## src/rtl/uart_tx_pkg.sv

```systemverilog
// -----------------------------------------------------------------------------
// uart_tx_pkg
// Shared types for the UART transmit control unit.
//   tx_state_t : transmit sequencer states (3-bit encoding)
//   tx_sel_t   : line mux select driven to the TX datapath
//   clog2_min1 : counter width helper that never returns 0
// -----------------------------------------------------------------------------
package uart_tx_pkg;

  typedef enum logic [2:0] {
    IDLE  = 3'd0,
    LOAD  = 3'd1,
    START = 3'd2,
    DATA  = 3'd3,
    STOP  = 3'd4,
    DONE  = 3'd5
  } tx_state_t;

  typedef enum logic [1:0] {
    SEL_IDLE  = 2'b00,
    SEL_START = 2'b01,
    SEL_DATA  = 2'b10,
    SEL_STOP  = 2'b11
  } tx_sel_t;

  // Width needed to hold values 0..v-1; a counter is always at least 1 bit.
  function automatic int unsigned clog2_min1(input int unsigned v);
    if (v <= 2) return 1;
    return $clog2(v);
  endfunction

endpackage

```

## src/rtl/tx_bit_timer.sv

```systemverilog
// -----------------------------------------------------------------------------
// tx_bit_timer
// Rollover counter for one serial bit period. Counts 0..PERIOD-1 while
// enabled and wraps to 0 after the terminal count. A clear forces 0 and wins
// over enable.
// Ports:
//   clk_i  : clock
//   rst_i  : synchronous active-high reset
//   clr_i  : force count to 0 at the next edge
//   en_i   : advance the count at the next edge
//   tc_o   : count is at PERIOD-1 (not gated by en_i)
// -----------------------------------------------------------------------------
module tx_bit_timer
  import uart_tx_pkg::*;
#(
  parameter int unsigned PERIOD = 10
) (
  input  logic clk_i,
  input  logic rst_i,
  input  logic clr_i,
  input  logic en_i,
  output logic tc_o
);

  localparam int unsigned W = clog2_min1(PERIOD);
  localparam logic [W-1:0] LAST = W'(PERIOD - 1);

  logic [W-1:0] count_q;
  logic [W-1:0] count_d;

  // Full-width compare: the count is kept in 0..PERIOD-1 and never relies on
  // a power-of-two wrap.
  assign tc_o = (count_q == LAST);

  always_comb begin
    count_d = count_q;
    if (clr_i) begin
      count_d = '0;
    end else if (en_i) begin
      if (tc_o) count_d = '0;
      else      count_d = count_q + W'(1);
    end
  end

  always_ff @(posedge clk_i) begin
    if (rst_i) count_q <= '0;
    else       count_q <= count_d;
  end

endmodule

```

## src/rtl/tcu.sv

```systemverilog
// -----------------------------------------------------------------------------
// tcu - UART transmit control unit
// Sequences the TX datapath through LOAD, start bit, DATA_BITS data bits
// (LSB first) and stop bit, then a one-cycle DONE.
// Ports:
//   clk          : clock
//   rst          : synchronous active-high reset
//   tx_start     : transmit request, sampled every rising edge
//   load_data    : pulse, datapath loads holding register into shift register
//   shift_strobe : pulse at the end of each data bit, datapath shifts right
//   tx_sel       : line mux select (idle/start/data/stop)
//   tx_busy      : state is not IDLE
//   tx_done      : pulse in the DONE cycle after a stop bit completes
//   tx_overrun   : registered pulse, a request was dropped
//
// Host handshake: a request is tx_start=1 at a rising edge; every cycle it is
// high counts as a new request. In IDLE it starts a frame. While busy the
// first request is parked as pending and the host must keep its data stable
// in the holding register until load_data; a request that arrives with one
// already pending is dropped and flagged on tx_overrun in the next cycle.
// In DONE a pending request is consumed (frame restarts at LOAD) and any new
// request at that edge becomes the next pending one.
// -----------------------------------------------------------------------------
module tcu
  import uart_tx_pkg::*;
#(
  parameter int unsigned CLKS_PER_BIT = 10,
  parameter int unsigned DATA_BITS    = 8
) (
  input  logic       clk,
  input  logic       rst,
  input  logic       tx_start,
  output logic       load_data,
  output logic       shift_strobe,
  output logic [1:0] tx_sel,
  output logic       tx_busy,
  output logic       tx_done,
  output logic       tx_overrun
);

  localparam int unsigned CW = clog2_min1(DATA_BITS);
  localparam logic [CW-1:0] LAST_BIT = CW'(DATA_BITS - 1);

  tx_state_t     state_q,    state_d;
  logic [CW-1:0] bit_cnt_q,  bit_cnt_d;
  logic          pending_q,  pending_d;
  logic          overrun_q,  overrun_d;

  logic timer_run;
  logic timer_tc;
  logic bit_end;
  tx_sel_t sel;

  // The timer only runs during the three timed line periods; outside them it
  // is held at 0, so every START/DATA/STOP period begins from a clean count.
  assign timer_run = (state_q == START) || (state_q == DATA) || (state_q == STOP);
  assign bit_end   = timer_run && timer_tc;

  tx_bit_timer #(
    .PERIOD (CLKS_PER_BIT)
  ) u_bit_timer (
    .clk_i (clk),
    .rst_i (rst),
    .clr_i (!timer_run),
    .en_i  (timer_run),
    .tc_o  (timer_tc)
  );

  // Next-state logic.
  always_comb begin
    state_d   = state_q;
    bit_cnt_d = bit_cnt_q;
    pending_d = pending_q;
    overrun_d = 1'b0;

    case (state_q)
      IDLE: begin
        if (tx_start) state_d = LOAD;
      end
      LOAD: begin
        state_d = START;
      end
      START: begin
        if (bit_end) begin
          state_d   = DATA;
          bit_cnt_d = '0;
        end
      end
      DATA: begin
        if (bit_end) begin
          if (bit_cnt_q == LAST_BIT) state_d = STOP;
          else                       bit_cnt_d = bit_cnt_q + CW'(1);
        end
      end
      STOP: begin
        if (bit_end) state_d = DONE;
      end
      DONE: begin
        if (pending_q) begin
          state_d   = LOAD;
          // The parked request is consumed; a request at this edge takes
          // its place.
          pending_d = tx_start;
        end else if (tx_start) begin
          state_d = LOAD;
        end else begin
          state_d = IDLE;
        end
      end
      default: begin
        state_d = IDLE;
      end
    endcase

    // Requests while busy in LOAD..STOP: park one, drop the rest.
    if (tx_start && (state_q != IDLE) && (state_q != DONE)) begin
      if (pending_q) overrun_d = 1'b1;
      else           pending_d = 1'b1;
    end
  end

  always_ff @(posedge clk) begin
    if (rst) begin
      state_q   <= IDLE;
      bit_cnt_q <= '0;
      pending_q <= 1'b0;
      overrun_q <= 1'b0;
    end else begin
      state_q   <= state_d;
      bit_cnt_q <= bit_cnt_d;
      pending_q <= pending_d;
      overrun_q <= overrun_d;
    end
  end

  // Moore output decode.
  always_comb begin
    sel = SEL_IDLE;
    case (state_q)
      START:   sel = SEL_START;
      DATA:    sel = SEL_DATA;
      STOP:    sel = SEL_STOP;
      default: sel = SEL_IDLE;
    endcase
  end

  assign tx_sel       = sel;
  assign load_data    = (state_q == LOAD);
  assign shift_strobe = (state_q == DATA) && timer_tc;
  assign tx_busy      = (state_q != IDLE);
  assign tx_done      = (state_q == DONE);
  assign tx_overrun   = overrun_q;

endmodule
```

## config.mk

```make
export PLATFORM = sky130hd
export DESIGN_NAME = tcu
export DESIGN_NICKNAME = d
export VERILOG_FILES = /design/src/rtl/uart_tx_pkg.sv /design/src/rtl/tx_bit_timer.sv /design/src/rtl/tcu.sv
export SDC_FILE = /design/constraint.sdc
export NUM_CORES = 1
export LEC_CHECK = 0
export CAP_MARGIN = 20
export CORE_MARGIN = 5
export CORE_UTILIZATION = 30
export CTS_BUF_LIST = sky130_fd_sc_hd__clkbuf_8 sky130_fd_sc_hd__clkbuf_16
export DETAILED_ROUTE_END_ITERATION = 6
export SYNTH_ARGS = -nofsm -noshare
export SYNTH_HDL_FRONTEND = slang
export SYNTH_SLANG_ARGS = --single-unit
```

## constraint.sdc

```tcl
create_clock -name clk -period 1.5 [get_ports clk]
set_input_delay 0.3 -clock clk [delete_from_list [all_inputs] [get_ports clk]]
set_output_delay 0.3 -clock clk [all_outputs]
set_load 0.02 [all_outputs]
```

==> flow_metrics.py <==
metrics = {
    "setup_path": {
        "reg2reg_depth": 4,
        "max_stage_delay_ps": 380,
        "rr_startpoint": "bit_cnt_q[0]$_SDFFE_PP0P_",
        "crit_path_cell_trace": "buf_6 > or3_4 > buf_6",
        "cp_num_buf_inv": 2,
        "cpLargestDelayFamily": "simple AND/OR/NAND/NOR gates",
        "path_depth": 3,
        "r2r_end": "bit_cnt_q[2]$_SDFFE_PP0P_",
        "worstSetupPathType": "flop to output port",
        "required_ps": 1200,
        "crit_path_frequent_cell": "buf_6",
        "setup.worst_path.start": "state_q[0]$_SDFFE_PP0P_",
        "startpoint_type": "flop",
        "crit_end": "tx_busy",
        "worstPathMaxFanout": 5,
        "r2r_slack_ps": 70,
        "slowest_stage": "or3_4",
        "arrival_ps": 1200,
        "end_kind": "output port",
    },
    "die": {
        "start_util": 0.318,
        "io_pins": 10,
        "dieArea_um2": 3140,
        "coreArea_um2": 2000,
        "row_count": 16,
        "dieHeight_um": 56.1,
        "die_w_um": 56.1,
    },
    "timing": {
        "slew_viol_final": 0,
        "setup_viol": 0,
        "max-slew-margin-rel": 0.709,
        "fmax_mhz": 667,
        "hold_viol": 0,
        "clock-skew-final_ps": 0.172,
        "fin_crit_ps": 1500,
        "rsz0062_at_grt": "true",
        "worstMarginPinSlew_ps": 434,
        "period_share": 1.00,
    },
    "logic_synthesis": {
        "ys_seq_elements": 12,
        "synth_top_cell_by_area": "dfxtp_1",
        "syn_nets": 79,
        "synth_edf_count": 0,
        "yosys-top-cells-area": "dfxtp_1 (38%), ha_1 (7.9%), nor2_1 (4.1%)",
        "synth_common_cells": "dfxtp_1 (12), nor2_1 (7), inv_1 (6)",
        "synth_top_area_frac": 0.377,
        "syn_avg_cell_area_um2": 8.85,
        "seq_area_frac_synth": 0.377,
        "ys_types": 34,
        "synthCells": 72,
        "syn_area_um2": 637,
        "yosysWarnings": 0,
        "synth_ff_type": "dfxtp_1",
        "async_flop_share": 0,
        "synth.most_common_cell": "dfxtp_1",
    },
    "global_routing": {
        "grt_max_degree": 9,
        "antenna_found_initial": 0,
        "grt-ovfl-total": 0,
        "grt_pass1_wl_um": 2050,
        "grt_usage": 0.0819,
        "first_global_vias": 527,
    },
    "hold_path": {
        "hp-class": "flop to flop",
        "min_from": "bit_cnt_q[1]$_SDFFE_PP0P_",
    },
    "finish": {
        "drive_above_1_share": 0.394,
        "area_growth_syn_to_layout_pct": 46.6,
        "nets": 108,
        "n_fill_cell": 224,
        "antenna_cells": 0,
        "fin_cells": 126,
    },
    "cts": {
        "clk_path_buf_depth": 2,
        "cts-htree-levels": 1,
        "cts_sinks": 12,
        "worstSkewPairLatency_ps": 230,
        "cts_root_buf": "clkbuf_8",
        "cts_post_setup_buffers_inserted": 0,
        "holdBufCountCts": 0,
        "cts_buffers": 3,
        "cts_tree": "done",
        "cts.clk_slew.worst_paths_ps": 50,
    },
    "routing": {
        "vias": 602,
        "dr.first_iter.drc_count": 9,
        "drcViolationCount": 0,
        "viasPerCell": 4.78,
        "ant_nets": 0,
        "drtPass1Iterations": 4,
        "wire_per_inst_um": 10.2,
        "drt_wl_total_um": 1280,
    },
    "power": {
        "cellLeakagePower_nw": 0.408,
        "vdd_ir_drop_max_mv": 0.525,
        "pwr_density_cell_nw_per_um2": 907,
        "fin_total_pwr_uw": 847,
    },
    "placed_design": {
        "io_buffers": 9,
        "dp_cells": 123,
        "gp_congestion": 0.760,
        "place_hpwl_um": 1040,
    },
    "status": {
        "status": "completed",
    },
    "run": {
        "cap_violations": 0,
    },
}
worst min path at each step:
stage	end	slack, ps	cells past startpoint
floorplan	u_bit_timer.count_q[0]$_SDFF_PP0_	430	1
global placement	bit_cnt_q[2]$_SDFFE_PP0P_	460	2
detailed placement	bit_cnt_q[1]$_SDFFE_PP0P_	480	2
CTS	bit_cnt_q[1]$_SDFFE_PP0P_	480	2
global route	bit_cnt_q[1]$_SDFFE_PP0P_	500	2
finish	bit_cnt_q[1]$_SDFFE_PP0P_	480	2
worst reg2reg max path, delay by kind of cell, from the launching register on:
| family | cells | cell delay, ps |
|---|---|---|
| adder cells (fa/ha/maj) | 2 | 420 |
| flip-flops | 1 | 320 |
| AO/OA/AOI/OAI | 2 | 560 |
area by class of cell:
cell class              instances  area, um2  share of cell area
clock buffers                   3       41.3              0.0442
inverters                       6       22.5              0.0241
multi-input cells              50        364               0.390
flip-flops and latches         12        244               0.261
well taps                      27       33.8              0.0362
repair buffers                 28        228               0.244
metal layers:
metal / share of wire / global-route usage
met4: 0.0063 / 0.0305
met2: 0.52 / 0.147
met5: 0 / 0
met3: 0.060 / 0.0441
met1: 0.41 / 0.0778
sequential cells by signal, summed over array words and instances (netlist names):
name / count
pending_q: 1
bit_cnt_q: 3
state_q: 3
tx_overrun: 1
u_bit_timer.count_q: 4
repair_timing:
item / CTS / global route
setup endpoints to repair: 6 / 5
pin swaps: 1 / 0
gates resized for setup: 33 / 7
hold endpoints to repair: 0 / 0
placed cells by master (no fill, tap or decap), types with 2 or more instances in the layout:
cell type,Yosys,layout
buf_4,0,19
ha_1,4,4
nand3b_1,2,2
nand4_1,2,2
buf_2,2,2
dfxtp_2,0,3
nand2b_1,4,4
inv_1,6,6
dfxtp_1,12,9
o21ai_0,3,3
clkbuf_8,0,3
nor2_1,7,7
clkdlybuf4s50_1,0,3
nand3_1,2,2
o32ai_1,2,2
buf_6,1,4
a21oi_1,3,3
kinds of logic (layout without fill, tap and decap cells):
family | Yosys count | after routing | share of synthesized area
and+or+nand+nor | 28 | 28 | 0.253
AOI/OAI and AO/OA | 16 | 16 | 0.189
DFF | 12 | 12 | 0.377
buffers and inverters | 10 | 37 | 0.0746
adders and majority gates | 4 | 4 | 0.0786
xor gates and xnor gates | 2 | 2 | 0.0275
report_power, final:
group / internal [mW] / switching [mW] / total, mW
combinational: 0.119 / 0.0980 / 0.217
clock: 0.176 / 0.106 / 0.282
sequential: 0.336 / 0.0110 / 0.347
total: 0.631 / 0.215 / 0.847
stage by stage:
| stage | TNS (ps) | utilization | instance area [um2] | worst slack [ps] | hold WS, ps |
|---|---|---|---|---|---|
| after global placement | -954 | 0.439 | 878 | -203 | 465 |
| after global routing | -47.0 | 0.466 | 933 | -35.1 | 501 |
| final | 0 | 0.466 | 933 | 0.166 | 481 |
| after floorplan | 0 | - | 637 | 125 | 434 |
| after detailed placement | -1010 | 0.439 | 878 | -212 | 477 |
| after CTS | -10.9 | 0.456 | 912 | -10.9 | 484 |
Note: power is estimated with default switching activity, not from simulation.
